<file path="config.mk">
export PLATFORM = sky130hd
export DESIGN_NAME = pc_seq_ctrl_flat
export DESIGN_NICKNAME = d
export VERILOG_FILES = /design/src/rtl/pc_seq_ctrl_if.sv /design/src/rtl/pc_seq_ctrl.sv /design/src/flat_wrapper.sv
export SDC_FILE = /design/constraint.sdc
export NUM_CORES = 1
export LEC_CHECK = 0
export ABC_AREA = 1
export BUFFER_PORTS_ARGS = -buffer_cell sky130_fd_sc_hd__buf_2
export CELL_PAD_IN_SITES_DETAIL_PLACEMENT = 0
export CELL_PAD_IN_SITES_GLOBAL_PLACEMENT = 1
export CORE_MARGIN = 2
export CORE_UTILIZATION = 32
export CTS_BUF_LIST = sky130_fd_sc_hd__clkbuf_8
export CTS_CLUSTER_SIZE = 24
export DETAILED_ROUTE_END_ITERATION = 10
export PLACE_DENSITY = 0.83
export SLEW_MARGIN = 20
export SYNTH_ARGS = -nofsm -noshare
export SYNTH_HDL_FRONTEND = slang
export SYNTH_SLANG_ARGS = --single-unit
</file>
<file path="constraint.sdc">
create_clock -name clk -period 1.8 [get_ports clk]
set_input_delay 0.09 -clock clk [delete_from_list [all_inputs] [get_ports clk]]
set_output_delay 0.09 -clock clk [all_outputs]
set_load 0.01 [all_outputs]
</file>
<file path="src/rtl/pc_seq_ctrl_if.sv">
// Handshake bundle between the next-PC sequencer and its surroundings
// (fetch, hazard unit, EX branch resolve, exception logic, PC register).
interface pc_seq_ctrl_if #(
    parameter int ADDR_W = 32
);
    logic              imem_ready;
    logic              stall_id;
    logic              branch_req;
    logic [ADDR_W-1:0] branch_addr;
    logic              exc_req;
    logic [ADDR_W-1:0] exc_pc;
    logic              eret_req;
    logic              imem_req;
    logic              pc_enable;
    logic              branch_true;
    logic [ADDR_W-1:0] new_addr;
    logic              flush_if;
    logic              flush_id;
    logic [ADDR_W-1:0] epc;
    logic [1:0]        state_o;

    modport master (
        output imem_ready, stall_id, branch_req, branch_addr, exc_req, exc_pc, eret_req,
        input  imem_req, pc_enable, branch_true, new_addr, flush_if, flush_id, epc, state_o
    );

    modport slave (
        input  imem_ready, stall_id, branch_req, branch_addr, exc_req, exc_pc, eret_req,
        output imem_req, pc_enable, branch_true, new_addr, flush_if, flush_id, epc, state_o
    );
endinterface

</file>
<file path="src/rtl/pc_seq_ctrl.sv">
// Next-PC sequencer: arbitrates fetch, stalls, branch/exception/eret redirects,
// holds a redirect pending while imem backpressures, and owns the EPC register.
module pc_seq_ctrl #(
    parameter int                ADDR_W     = 32,
    parameter int                RESET_HOLD = 2,
    parameter logic [ADDR_W-1:0] EXC_VECTOR = 32'h0000_0010
) (
    input logic         clk,
    input logic         rst,
    pc_seq_ctrl_if.slave bus
);
    localparam int CNT_W = (RESET_HOLD > 1) ? $clog2(RESET_HOLD) : 1;

    typedef enum logic [1:0] {BOOT = 2'd0, RUN = 2'd1, WAIT = 2'd2} state_t;
    typedef enum logic [1:0] {PRI_NONE = 2'd0, PRI_BRANCH = 2'd1, PRI_ERET = 2'd2, PRI_EXC = 2'd3} pri_t;

    state_t            state;
    state_t            state_nxt;
    logic [CNT_W-1:0]  hold_cnt;
    logic              hold_done;
    logic              pend_valid;
    pri_t              pend_pri;
    logic [ADDR_W-1:0] pend_addr;
    logic [ADDR_W-1:0] epc_q;

    pri_t              evt_pri;
    logic [ADDR_W-1:0] evt_addr;
    logic              evt_valid;
    logic              evt_take;
    logic              load_pend;
    logic              clr_pend;
    logic              load_epc;

    // Highest-priority redirect this cycle; eret uses the EPC value before this edge.
    always_comb begin
        evt_pri  = PRI_NONE;
        evt_addr = '0;
        if (bus.exc_req) begin
            evt_pri  = PRI_EXC;
            evt_addr = EXC_VECTOR;
        end else if (bus.eret_req) begin
            evt_pri  = PRI_ERET;
            evt_addr = epc_q;
        end else if (bus.branch_req) begin
            evt_pri  = PRI_BRANCH;
            evt_addr = bus.branch_addr;
        end
    end

    assign evt_valid = (evt_pri != PRI_NONE);
    assign evt_take  = evt_valid && (!pend_valid || (evt_pri >= pend_pri));
    assign hold_done = (hold_cnt == CNT_W'(RESET_HOLD - 1));

    always_ff @(posedge clk or negedge rst) begin
        if (!rst) state <= BOOT;
        else      state <= state_nxt;
    end

    always_comb begin
        state_nxt = BOOT;
        case (state)
            BOOT:    state_nxt = hold_done ? RUN : BOOT;
            RUN:     state_nxt = (evt_valid && !bus.imem_ready) ? WAIT : RUN;
            WAIT:    state_nxt = bus.imem_ready ? RUN : WAIT;
            default: state_nxt = BOOT;
        endcase
    end

    always_comb begin
        bus.imem_req    = 1'b0;
        bus.pc_enable   = 1'b0;
        bus.branch_true = 1'b0;
        bus.new_addr    = '0;
        bus.flush_if    = 1'b0;
        bus.flush_id    = 1'b0;
        load_pend       = 1'b0;
        clr_pend        = 1'b0;
        load_epc        = 1'b0;
        case (state)
            RUN: begin
                bus.imem_req = 1'b1;
                if (evt_valid) begin
                    bus.flush_if = 1'b1;
                    bus.flush_id = 1'b1;
                    load_epc     = bus.exc_req;
                    if (bus.imem_ready) begin
                        bus.pc_enable   = 1'b1;
                        bus.branch_true = 1'b1;
                        bus.new_addr    = evt_addr;
                    end else begin
                        load_pend = 1'b1;
                    end
                end else begin
                    bus.pc_enable = bus.imem_ready & ~bus.stall_id;
                end
            end
            WAIT: begin
                bus.imem_req = 1'b1;
                if (evt_take) begin
                    bus.flush_if = 1'b1;
                    bus.flush_id = 1'b1;
                    load_epc     = bus.exc_req;
                end
                if (bus.imem_ready) begin
                    bus.pc_enable   = 1'b1;
                    bus.branch_true = 1'b1;
                    bus.new_addr    = evt_take ? evt_addr : pend_addr;
                    clr_pend        = 1'b1;
                end else begin
                    load_pend = evt_take;
                end
            end
            default: ;
        endcase
    end

    always_ff @(posedge clk or negedge rst) begin
        if (!rst) begin
            hold_cnt   <= '0;
            pend_valid <= 1'b0;
            pend_pri   <= PRI_NONE;
            pend_addr  <= '0;
            epc_q      <= '0;
        end else begin
            hold_cnt <= (state == BOOT && !hold_done) ? hold_cnt + 1'b1 : '0;
            if (load_pend) begin
                pend_valid <= 1'b1;
                pend_pri   <= evt_pri;
                pend_addr  <= evt_addr;
            end else if (clr_pend) begin
                pend_valid <= 1'b0;
                pend_pri   <= PRI_NONE;
            end
            if (load_epc) epc_q <= bus.exc_pc;
        end
    end

    assign bus.epc     = epc_q;
    assign bus.state_o = state;
endmodule
</file>
<file path="src/flat_wrapper.sv">
// flat-port wrapper written by rule: the top's interface ports become plain ports
module pc_seq_ctrl_flat 
#(
    parameter int                ADDR_W     = 32,
    parameter int                RESET_HOLD = 2,
    parameter logic [ADDR_W-1:0] EXC_VECTOR = 32'h0000_0010
)
  (clk, rst, bus_imem_ready, bus_stall_id, bus_branch_req, bus_branch_addr, bus_exc_req, bus_exc_pc, bus_eret_req, bus_imem_req, bus_pc_enable, bus_branch_true, bus_new_addr, bus_flush_if, bus_flush_id, bus_epc, bus_state_o);
  pc_seq_ctrl_if #(.ADDR_W(ADDR_W)) bus_i ();
  input logic clk;
  input logic rst;
  input wire logic [$bits(bus_i.imem_ready)-1:0] bus_imem_ready;
  input wire logic [$bits(bus_i.stall_id)-1:0] bus_stall_id;
  input wire logic [$bits(bus_i.branch_req)-1:0] bus_branch_req;
  input wire logic [$bits(bus_i.branch_addr)-1:0] bus_branch_addr;
  input wire logic [$bits(bus_i.exc_req)-1:0] bus_exc_req;
  input wire logic [$bits(bus_i.exc_pc)-1:0] bus_exc_pc;
  input wire logic [$bits(bus_i.eret_req)-1:0] bus_eret_req;
  output wire logic [$bits(bus_i.imem_req)-1:0] bus_imem_req;
  output wire logic [$bits(bus_i.pc_enable)-1:0] bus_pc_enable;
  output wire logic [$bits(bus_i.branch_true)-1:0] bus_branch_true;
  output wire logic [$bits(bus_i.new_addr)-1:0] bus_new_addr;
  output wire logic [$bits(bus_i.flush_if)-1:0] bus_flush_if;
  output wire logic [$bits(bus_i.flush_id)-1:0] bus_flush_id;
  output wire logic [$bits(bus_i.epc)-1:0] bus_epc;
  output wire logic [$bits(bus_i.state_o)-1:0] bus_state_o;
  assign bus_i.imem_ready = bus_imem_ready;
  assign bus_i.stall_id = bus_stall_id;
  assign bus_i.branch_req = bus_branch_req;
  assign bus_i.branch_addr = bus_branch_addr;
  assign bus_i.exc_req = bus_exc_req;
  assign bus_i.exc_pc = bus_exc_pc;
  assign bus_i.eret_req = bus_eret_req;
  assign bus_imem_req = bus_i.imem_req;
  assign bus_pc_enable = bus_i.pc_enable;
  assign bus_branch_true = bus_i.branch_true;
  assign bus_new_addr = bus_i.new_addr;
  assign bus_flush_if = bus_i.flush_if;
  assign bus_flush_id = bus_i.flush_id;
  assign bus_epc = bus_i.epc;
  assign bus_state_o = bus_i.state_o;
  pc_seq_ctrl #(.ADDR_W(ADDR_W), .RESET_HOLD(RESET_HOLD), .EXC_VECTOR(EXC_VECTOR)) u_core (.clk(clk), .rst(rst), .bus(bus_i));
endmodule
</file>
# == After elaboration in Yosys (flattened, before gate mapping) ==
# Index checks and enable logic that the tools add are counted.
# classes
n_addsub,1
n_lt_le_gt_ge,1
eq_ne,2
mux,37
bitwise,2
n_reduce_logical,11
# op_table
op,count
$mux W32,7
$pmux W32 S2,1
$mux W1,17
$mux W2,6
$pmux W1 S2,5
$pmux W2 S3,1
$reduce_bool A2 Y1,2
$logic_and A1 B1 Y1,3
$logic_not A1 Y1,3
$eq A2 B1 Y1 const B,1
$eq A2 B2 Y1 const B,1
$ge A2 B2 Y1,1
$logic_not A2 Y1,1
$reduce_or A2 Y1,1
$add A1 B1 Y1 const B,1
$and A1 B1 Y1,1
$logic_or A1 B1 Y1,1
$not A1 Y1,1
# word_totals
regBits,70
input_bits,71
wordCells,60

# == Depth between registers and ports, before layout ==
# Gate-level depths: netlist of run 1.
# logic_depth
ltp_word,9
ltp_mapped,15

# == Least setup slack after synthesis of run 1 ==
# OpenSTA, ideal clock, no wires.
# synth_timing
path_kind,input to output
startpoint,in bus_eret_req
endpoint,out bus_new_addr[10]
t_arrival_ns,1.765
required_ns,1.710
slack_ns,-0.055
path_stages,14
path_buffers,3
cell_sequence,buf_4 nor2_4 buf_2 nor2_1 ha_1 inv_1 nand2_1 nand2_1 nand2_1 nand2_1 nand2_1 buf_2 nand3_1 a21oi_1
# synth_between
elab_chain_len,8
word_cells_on_any_way,13
classes_between,order compare: 1; mux: 9; reduce/logical: 3
# synth_rtl
element,line,rtl
start: declaration,flat_wrapper.sv:18,input wire logic [$bits(bus_i.eret_req)-1:0] bus_eret_req;
$mux W2,pc_seq_ctrl.sv:41,end else if (bus.eret_req) begin
$mux W2,pc_seq_ctrl.sv:38,if (bus.exc_req) begin
$ge A2 B2 Y1,pc_seq_ctrl.sv:51,assign evt_take = evt_valid && (!pend_valid || (evt_pri >= pend_pri));
$logic_or A1 B1 Y1,pc_seq_ctrl.sv:51,
$logic_and A1 B1 Y1,pc_seq_ctrl.sv:51,
$mux W32,pc_seq_ctrl.sv:107,bus.new_addr = evt_take ? evt_addr : pend_addr;
$mux W32,pc_seq_ctrl.sv:104,if (bus.imem_ready) begin
$pmux W32 S2 *,pc_seq_ctrl.sv:79,case (state)
end: declaration,flat_wrapper.sv:22,output wire logic [$bits(bus_i.new_addr)-1:0] bus_new_addr;
# Every way passes the cells marked *; elsewhere a longest branch is shown, timed or not.

# == Worst setup path after layout of run 1 ==
# layout_timing
startpoint,reg u_core.state[1] (netlist: u_core.bus.state_o[1])
endpoint,out bus_new_addr[31]
# layout_between
elab_chain_len,2
word_cells_on_any_way,3
classes_between,eq/ne: 2; mux: 1
# layout_rtl
element,line,rtl
start: declaration,pc_seq_ctrl.sv:17,state_t state;
start signal: assignment,pc_seq_ctrl.sv:56,else state <= state_nxt;
$eq A2 B2 Y1 / $eq A2 B1 Y1 (equally long branches),pc_seq_ctrl.sv:79,
$pmux W32 S2 *,pc_seq_ctrl.sv:79,
# Marked as above.

==> results of run 1 <==
[layer usage]
metal,GRT usage [%],up-vias,share of wire (%)
li1,-,2196,-
met1,28.2,2114,45
met2,34.6,145,47
met3,4.03,27,5.3
met4,8.25,0,2.6
met5,0,-,0
[cells by family (layout without fill, tap and decap cells)]
family	count (synthesis)	in the layout	synth area share [%]
adders and majority gates	6	6	1.88
AOI/OAI and AO/OA	103	103	13.4
buffers and inverters	89	286	9.88
and+or+nand+nor	285	285	31.0
DFF	70	70	43.9
[critical path: cells and delay by family, from the launching register on]
kind,cells,cell delay [ns]
simple gates,3,0.30
compound gates,1,0.19
flops,1,0.41
buf+inv,4,0.59
fa+ha+maj,1,0.19
[sequential cells by signal, indices dropped and copies added (netlist names)]
register,cells
u_core.bus.state_o,2
u_core.pend_pri,2
u_core.pend_valid,1
u_core.pend_addr,32
u_core.bus.epc,32
u_core.hold_cnt,1
[synth_stat cells, types with 2 or more instances]
| cell type | instances | share of area, % |
|---|---|---|
| nand2_1 | 171 | 16 |
| nand3_1 | 101 | 13 |
| dfrtp_1 | 70 | 44 |
| a21oi_1 | 65 | 8.2 |
| inv_1 | 43 | 4.0 |
| o21ai_0 | 35 | 4.4 |
| buf_2 | 21 | 2.6 |
| clkbuf_1 | 12 | 1.1 |
| ha_1 | 6 | 1.9 |
| buf_1 | 3 | 0.28 |
| buf_4 | 3 | 0.56 |
| buf_6 | 3 | 0.85 |
| inv_2 | 3 | 0.28 |
| nor2_1 | 3 | 0.28 |
| nand3_2 | 2 | 0.50 |
| nand4_1 | 2 | 0.31 |
| nor2_4 | 2 | 0.56 |
| nor3_1 | 2 | 0.25 |
[power by group through the flow]
stage	Sequential (uW)	Combinational [uW]	Clock [uW]
detailed placement	2860	3590	0
global route	2940	5710	1830
global placement	2830	3550	0
finish	2860	5250	1740
floorplan	2920	2120	0
CTS	2830	4510	1760
[how the worst min path moves through the flow]
stage | end | from | slack, ns | cells after the start
after CTS | u_core.pend_addr[14] | bus_branch_addr[14] | 0.1 | 5
after global routing | u_core.pend_addr[0] | bus_branch_addr[0] | 0.11 | 5
final | u_core.pend_addr[0] | bus_branch_addr[0] | 0.12 | 5
after detailed placement | u_core.bus.epc[11] | rst | 0.15 | 1
after global placement | u_core.bus.epc[11] | rst | 0.14 | 1
after floorplan | u_core.bus.epc[0] | rst | -0.21 | 0
[layout make-up]
class,count,area [um2]
inverter,47,176
tap,168,210
clock inverter,7,145
timing repair buffer,223,1780
fill,1178,5680
clock buffer,9,124
sequential,70,1750
multi-input combinational,394,2250
[metrics by stage]
step	cells	util, %	hold slack [ns]	TNS (ns)
6_report	918	53.1	0.120	-9.41
5_1_grt	918	53.1	0.112	-15.61
3_5_place_dp	844	41.9	0.146	-0.146
2_1_floorplan	553	-	-0.206	0
3_3_place_gp	844	41.9	0.144	0
4_1_cts	904	49.3	0.0987	-10.71
[what timing repair did]
item                                   in CTS  in global routing
gates resized for setup                    27                 50
pin swaps                                   6                 22
hold buffers                               34                  0
cloned                                      4                  6
buffers inserted                            6                  8
setup endpoints to repair                  36                 72
endpoints found under the hold margin      76                  0
==> results.md, run 1 <==
- Status: finished, violations left
- Failing checks: negative setup slack
- Routed vias/inst: roughly 4.9
- I/O pin count: between 100 and 150
- Netlist cell types: 24
- Unrepaired setup endpoints after global routing: true
- Final Skew: 0.00958 ns
- Reg-to-Reg Start: u_core.pend_pri[0]
- Internal Pwr Total: a little under 6000 uW
- Critical path data required time: around 1.7 ns
- Max frequency: about 470 MHz
- Buffers on Ports: 141
- Reg clk slew, reported paths: ~0.080 ns
- Period utilisation layout: 118%
- Worst slew margin: between 50% and 60%
- Net Count, Synth: 630
- R2R setup slack: -0.02 ns
- IR drop worst, VDD: about 0.61 mV
- Drt pass-1 iters: 5
- Area Overhead vs Synth: 61.3%
- Skew-Pair Late Insertion Delay: approximately 0.36 ns
- Final setup margin: -0.326 ns
- Tot Pwr: 9840 uW
- Most frequent cells in the layout: 161 x nand2_1, 137 x buf_2, 79 x nand3_1, 70 x dfrtp_1, 41 x inv_1
- Crit-path cells: inv_1 > ha_4 > nand3_4 > buf_12 > nand2_8 > buf_12 > nand3_2 > a21oi_2 > buf_2
- Clock Tree Buf Depth: 2
- Most used DFF post-synth: dfrtp_1
- Synth Register Bits: 70
- Initial antenna violation count: 0
- Die Width: approximately 120 um
- Comb pwr share: ~53%
- Antenna fix cells: 0
- DRC viols: 0
- Max cap viols: 0
- NetSw: between 4000 and 5000 uW
- Site Rows: 40
- Nets: 822
- Pleak: 0.00315 uW
- Vias: about 4500
- Register area share after synthesis: 43.9%
- Crit Path Class: register to output pin
- Die area: around 13000 um2
- Setup crit start kind: register
- TritonCTS Buffers: 9
- Post-DP Area: about 5100 um2
- Total core area: approximately 12000 um2
- First-pass GRT wire length: approximately 22000 um
- Sw frac: approximately 40%
- Fin crit period: 2.13 ns
- Async SR Flop Fraction: 100%
- Pre-CTS setup slack: -0.0247 ns
- CP Capture Type: output pin
- Drt wl/cell: 15.8 um
- Routed wire length: between 10000 and 15000 um
- Mapped cell area: 3990 um2
- Slew @ Worst Pin: 0.620 ns
- Pwr dens: between 1500 and 2000 nW/um2
- Total Routing Usage GR: about a fifth
- Routed Antenna Nets: 0
- CP max-delay cell: dfrtp_1
- CP startpoint: u_core.bus.state_o[1]
- RR Endpoint: u_core.pend_addr[18]
- EDFF count, synth: 0
- CTS tree: yes
- Final Setup Violations: just under 50
- Worst-path fanout max: 6
- Mapped Cells: 553
- Die height: about 120 um
- Final non-filler cell area: 6430 um2
- Part of the power in registers: 29.0%
- Commonest non-fill, non-tap cell in the layout: nand2_1
- Initial Util: around a third
- CTS root buf: clkbuf_8
- Crit path to: bus_new_addr[31]
- H-tree depth: 3
- Cell count of the worst reg-to-reg path: 12
- Grt total ovfl: 0
- Critical path's largest stage delay: roughly 0.41 ns
- Vias in the first global route: around 4300
- Largest net degree at the start of global routing: 53
- Synth Warn #: 0
- Gpl congestion: 0.868
- CTS sink cnt: 70
- HPWL Detailed: between 9000 and 10000 um
- Worst EP arrival: 2.04 ns
- Post-Syn Area per Cell: just over 7 um2
- Fraction of layout cells with a size suffix above 1: approximately 38%
- Worst min-delay path category: input port to register
- Final hold viol count: 0
- Clk pwr share: roughly 18%
- Final Slew Violations: 0
- Initial DRC Count: between 200 and 300
- Most used cell, CP: buf_12
Note: power is estimated with default switching activity, not from simulation.
==> inputs of run 2 (changes only) <==
CTS_BUF_LIST = sky130_fd_sc_hd__clkbuf_4   (was sky130_fd_sc_hd__clkbuf_8)
==> run 2 against run 1 <==
- the flow still finishes with violations (negative setup slack)
- via count up 0.80%
- non-clock buffer count up 1
- sequential share of layout area increased by 0.18 points
- die area unchanged
- setup slack got worse by 0.076 ns
- combinational power up 2%
- maximum frequency is 3.5% lower
==> results.md, run 2 (synthesized netlist as in run 1, its figures left out) <==
- Status: finished, violations left
- Failing checks: negative setup slack
- Routed vias/inst: ~4.9
- Non-filler cells, final: approximately 900
- CP max-delay cell: dfrtp_1
- NetSw: about 4000 uW
- Site Rows: 40
- First-pass GRT wire length: roughly 22000 um
- Critical path data required time: about 1.7 ns
- Setup_tns: -15.48 ns
- Setup crit start kind: register
- Skew-Pair Late Insertion Delay: between 0.4 and 0.5 ns
- Nets: between 800 and 900
- Grt met1 use: 28.2%
- Drt pass-1 iters: 5
- Busiest grt layer: met2
- Vias in the first global route: between 4000 and 5000
- CP Capture Type: output pin
- Commonest non-fill, non-tap cell in the layout: nand2_1
- Die height: ~120 um
- HPWL Detailed: 9190 um
- Slew @ Worst Pin: around 0.62 ns
- Worst min-delay path category: input port to register
- DRC viols: 0
- Sw frac: about 42%
- Clock Tree Buf Depth: 2
- Initial antenna violation count: 1
- Gpl congestion: 0.868
- Comb pwr share: a little under three fifths
- Max cap viols: 0
- Final setup margin: -0.402 ns
- Pwr dens: around 1500 nW/um2
- Part of the power in registers: just under 30%
- Largest net degree at the start of global routing: between 50 and 60
- Max frequency: about 450 MHz
- Total core area: 12100 um2
- Routed wire length: approximately 15000 um
- Routed Antenna Nets: 0
- Die Width: 116 um
- Die area: 13400 um2
- Most frequent cells in the layout: 155 x nand2_1, 137 x buf_2, 79 x nand3_1, 70 x dfrtp_1, 41 x inv_1
- Met2 Track Usage GR: between 30% and 40%
- Reg clk slew, reported paths: roughly 0.13 ns
- Met3 Use GR: roughly 3.2%
- Placed cells: 844
- Grt total ovfl: 0
- Initial DRC Count: 282
- Fraction of layout cells with a size suffix above 1: between 30% and 40%
- Buffers on Ports: approximately 140
- Crit-path cells: ha_1 > inv_1 > nand2_1 > nand2_2 > nand2_4 > nand2_4 > nand2_8 > buf_12 > nand3_1 > a21oi_2 > buf_2
- Fin crit period: about 2.2 ns
- Most used cell, CP: nand2_4
- Total Routing Usage GR: a little over a fifth
- CTS root buf: clkbuf_4
- Final hold viol count: 0
- Vias: between 4000 and 5000
- Critical path's largest stage delay: 0.41 ns
- Period utilisation layout: 122%
- Internal Pwr Total: 5620 uW
- H-tree depth: 3
- Worst EP arrival: approximately 2.1 ns
- Final Slew Violations: 0
- Final Skew: between 0.01 and 0.015 ns
- Pre-CTS setup slack: -0.0247 ns
- Area Overhead vs Synth: 60.2%
- I/O pin count: around 140
- IR drop worst, VDD: about 0.72 mV
- Drt wl/cell: between 15 and 20 um
- Crit Path Class: register to output pin
- Pleak: 0.00315 uW
- Unrepaired setup endpoints after global routing: true
- CTS sink cnt: 70
- Clk pwr share: 15.2%
- CTS tree: yes
- Final Setup Violations: 70
- Worst slew margin: between 50% and 60%
- Initial Util: between 30% and 40%
- Worst-path fanout max: 6
- TritonCTS Buffers: 9
-- run 2: cell types whose count changed in the layout (fill, tap and decap cells not counted), moves of 3 or more --
cell	previous run	this run
nand2_2	6	10
buf_4	24	21
nand2_1	161	155
nand3_2	14	19
clkbuf_4	0	9
clkbuf_8	9	0
nand3_4	10	5
buf_6	5	10
-- run 2: worst paths after layout --
check	slack (ns)	endpoint	cells after the start	startpoint
min in group asynchronous	0.21	u_core.bus.epc[10]	2	rst
worst min register to register	0.45	u_core.hold_cnt	1	u_core.hold_cnt
worst max register to register	-0.14	u_core.pend_addr[0]	14	u_core.pend_pri[0]
worst max-delay path	-0.40	bus_new_addr[31]	11	u_core.pend_pri[0]
max in group asynchronous	1.02	u_core.bus.epc[14]	3	rst
worst min-delay path	0.04	u_core.pend_addr[27]	5	bus_branch_addr[27]
-- run 2: stage by stage --
step                      util (%)  area (um2)  hold WS (ns)  power, uW
after detailed placement      41.9        5080         0.146       6450
after global placement        41.9        5080         0.144       6380
final                         52.8        6390        0.0445       9700
after floorplan                  -        4110        -0.206       5040
after global routing          52.8        6390        0.0294      10300
after CTS                     49.3        5970        0.0108       8980
-- run 2: layer usage --
metal  share of wire, %  wire length, um
met5                  0                0
met1                 45             6770
met3                5.5              824
met2                 47             7110
met4                2.0              306
-- run 2: layout make-up --
type | count | area, um2
sequential | 70 | 1750
antenna | 1 | 2.50
clock buffer | 9 | 67.6
clock inverter | 7 | 145
multi-input combinational | 394 | 2240
timing repair buffer | 224 | 1790
tap | 168 | 210
fill | 1196 | 5720
inverter | 47 | 179
-- run 2: power groups by stage --
stage	clock network, uW	registers [uW]	logic, uW
3_3_place_gp	0	2830	3550
4_1_cts	1510	2830	4640
3_5_place_dp	0	2860	3590
2_1_floorplan	0	2920	2120
6_report	1480	2860	5350
5_1_grt	1580	2940	5780
-- run 2: worst max-delay path, delay by kind of cell (launching register included) --
kind                     cells  cell delay [ns]
flip-flops                   1             0.41
AND/OR/NAND/NOR              6             0.50
buffers and inverters        3             0.33
adder cells (fa/ha/maj)      1             0.27
AO/OA/AOI/OAI                1             0.17
-- run 2: timing repair --
item,in CTS,in global routing
hold buffers,34,0
pin swaps,5,19
setup endpoints to repair,36,73
cloned,4,9
setup buffers,7,7
hold endpoints to repair,76,0
gates resized for setup,37,55
==> inputs of run 3 (changes only) <==
CTS_BUF_LIST = default   (was sky130_fd_sc_hd__clkbuf_4)
==> run 3 against run 2 <==
- the run still ends with negative setup slack left
- worst hold slack worse by 0.039 ns
- core utilization rose by 0.93 points
- clock skew is 0.0097 ns lower
- via count shrank 0.91%
- setup slack better by 0.10 ns
- highest routed layer unchanged
==> results.md, run 3 (synthesized netlist as in run 1, its figures left out) <==
- Status: finished, violations left
- Failing checks: negative setup slack
- Part of the power in registers: 27.3%
- First-pass GRT wire length: 21900 um
- CTS sink cnt: 70
- Crit Path Class: register to output pin
- Initial antenna violation count: 0
- Commonest non-fill, non-tap cell in the layout: nand2_1
- Met3 wire length: roughly 740 um
- Die Width: 116 um
- Vias in the first global route: around 4200
- Final Skew: 0.00491 ns
- Drt pass-1 iters: 4
- HP Start: bus_exc_pc[4]
- CP startpoint: u_core.pend_pri[0]
- H-tree depth: 3
- Fraction of layout cells with a size suffix above 1: roughly 41%
- CTS root buf: clkbuf_16
- Final non-filler cell area: ~6500 um2
- Gpl congestion: 0.868
- Reg-to-Reg Start: u_core.pend_pri[0]
- Final Setup Violations: 69
- Largest net degree at the start of global routing: 53
- CP Capture Type: output pin
- Site Rows: 40
- Total Routing Usage GR: between 20% and 30%
- Routed Antenna Nets: 0
- Comb pwr share: between 50% and 60%
- Initial Util: 32.9%
- Period utilisation layout: 117%
- Most frequent cells in the layout: 162 x nand2_1, 137 x buf_2, 69 x dfrtp_1, 65 x nand3_1, 40 x inv_1
- Clk pwr share: 21.2%
- Internal Pwr Total: 6280 uW
- Reg clk slew, reported paths: roughly 0.06 ns
- Routed vias/inst: ~4.9
- Fin crit period: about 2.1 ns
- Met1 Wirelength: around 6700 um
- Grt total ovfl: 0
- Hold slack: between 0.005 and 0.006 ns
- NetSw: 4210 uW
- Area Overhead vs Synth: 63.1%
- Final setup margin: -0.298 ns
- Initial DRC Count: about 300
- Antenna fix cells: 0
- Die area: roughly 13000 um2
- Worst min-delay path category: input port to register
- Max cap viols: 0
- Post-DP Area: around 5100 um2
- TritonCTS Buffers: 9
- Crit-path cells: ha_1 > inv_1 > nand2_1 > nand2_2 > nand2_4 > nand2_8 > nand2_8 > buf_12 > nand3_1 > a21oi_2 > buf_2
- Critical path's largest stage delay: 0.38 ns
- Routed wire length: 15100 um
- Pre-CTS setup slack: -0.0247 ns
- Slew @ Worst Pin: 0.626 ns
- I/O pin count: roughly 140
- CTS tree: yes
- Worst slew margin: between 50 and 60%
- Most used cell, CP: nand2_8
- Worst EP arrival: approximately 2 ns
- Top Layer Used: met4
- Final Slew Violations: 0
- Pwr dens: around 1600 nW/um2
- Nets: 811
- Skew-Pair Late Insertion Delay: between 0.3 and 0.4 ns
- DRC viols: 0
- Final hold viol count: 0
- Setup crit start kind: register
- Util after Layout: around 54%
- Vias: about 4500
- Worst-path fanout max: 6
- Unrepaired setup endpoints after global routing: true
- Critical path data required time: around 1.7 ns
- CP max-delay cell: dfrtp_1
- Pleak: between 0.003 and 0.004 uW
- Max frequency: around 480 MHz
- WL met2: roughly 7400 um
- HPWL Detailed: between 9000 and 10000 um
- Sw frac: around two fifths
- Drt wl/cell: ~17 um
- Clock Tree Buf Depth: 2
- Die height: 116 um
- Buffers on Ports: about 140
- Total core area: about 12000 um2
- IR drop worst, VDD: roughly 0.61 mV
## run 3: changes by cell type in the layout (fill, tap and decap cells not counted), sizes merged
cell,change
dlygate4sd3,-15
diode,-1
clkbuf,+1
buf,+2
## run 3: worst paths after layout
path	cells after the start	slack, ns	endpoint
max	11	-0.30	bus_new_addr[31]
min	3	0.005	u_core.bus.epc[4]
max reg2reg	14	-0.20	u_core.pend_addr[10]
min reg2reg	1	0.44	u_core.hold_cnt
max in group asynchronous	3	0.90	u_core.bus.epc[13]
min in group asynchronous	2	0.32	u_core.bus.epc[12]
## run 3: worst max-delay path, delay by kind of cell, from the launching register on
kind                     cells  cell delay, ns
buffers and inverters        3            0.32
AO/OA/AOI/OAI                1            0.17
adder cells (fa/ha/maj)      1            0.27
AND/OR/NAND/NOR              6            0.52
flip-flops                   1            0.38
## run 3: power by group through the flow
stage	sequential [uW]	clock [uW]	combinational, uW
after floorplan	2920	0	2120
after global placement	2830	0	3550
after detailed placement	2860	0	3590
after CTS	2840	2250	4460
after global routing	2940	2330	5830
final	2870	2220	5400
## run 3: area by class of cell
cell class,count,area (um2)
Fill cell,1172,5610
Multi-Input combinational cell,394,2300
Sequential cell,70,1750
Timing Repair Buffer,212,1690
Clock buffer,9,225
Tap cell,168,210
Inverter,47,176
Clock inverter,7,145
## run 3: per-layer routing
metal | up-vias | GRT usage, %
met4 | 0 | 8.81
li1 | 2177 | -
met5 | - | 0
met1 | 2132 | 28.1
met3 | 25 | 3.82
met2 | 143 | 34.3
## run 3: through the flow
step                setup TNS (ns)  std cells  total power, uW
finish                      -13.96        907            10500
global route                -21.03        907            11100
CTS                          -9.19        889             9550
detailed placement          -0.146        844             6450
global placement                 0        844             6380
floorplan                        0        553             5040
## run 3: what timing repair did
action	4_1_cts	5_1_grt
hold buffers	19	0
pin swaps	7	29
setup buffers	6	10
endpoints found under the setup margin	36	71
endpoints found under the hold margin	61	0
resized for setup	32	66
cloned	4	9
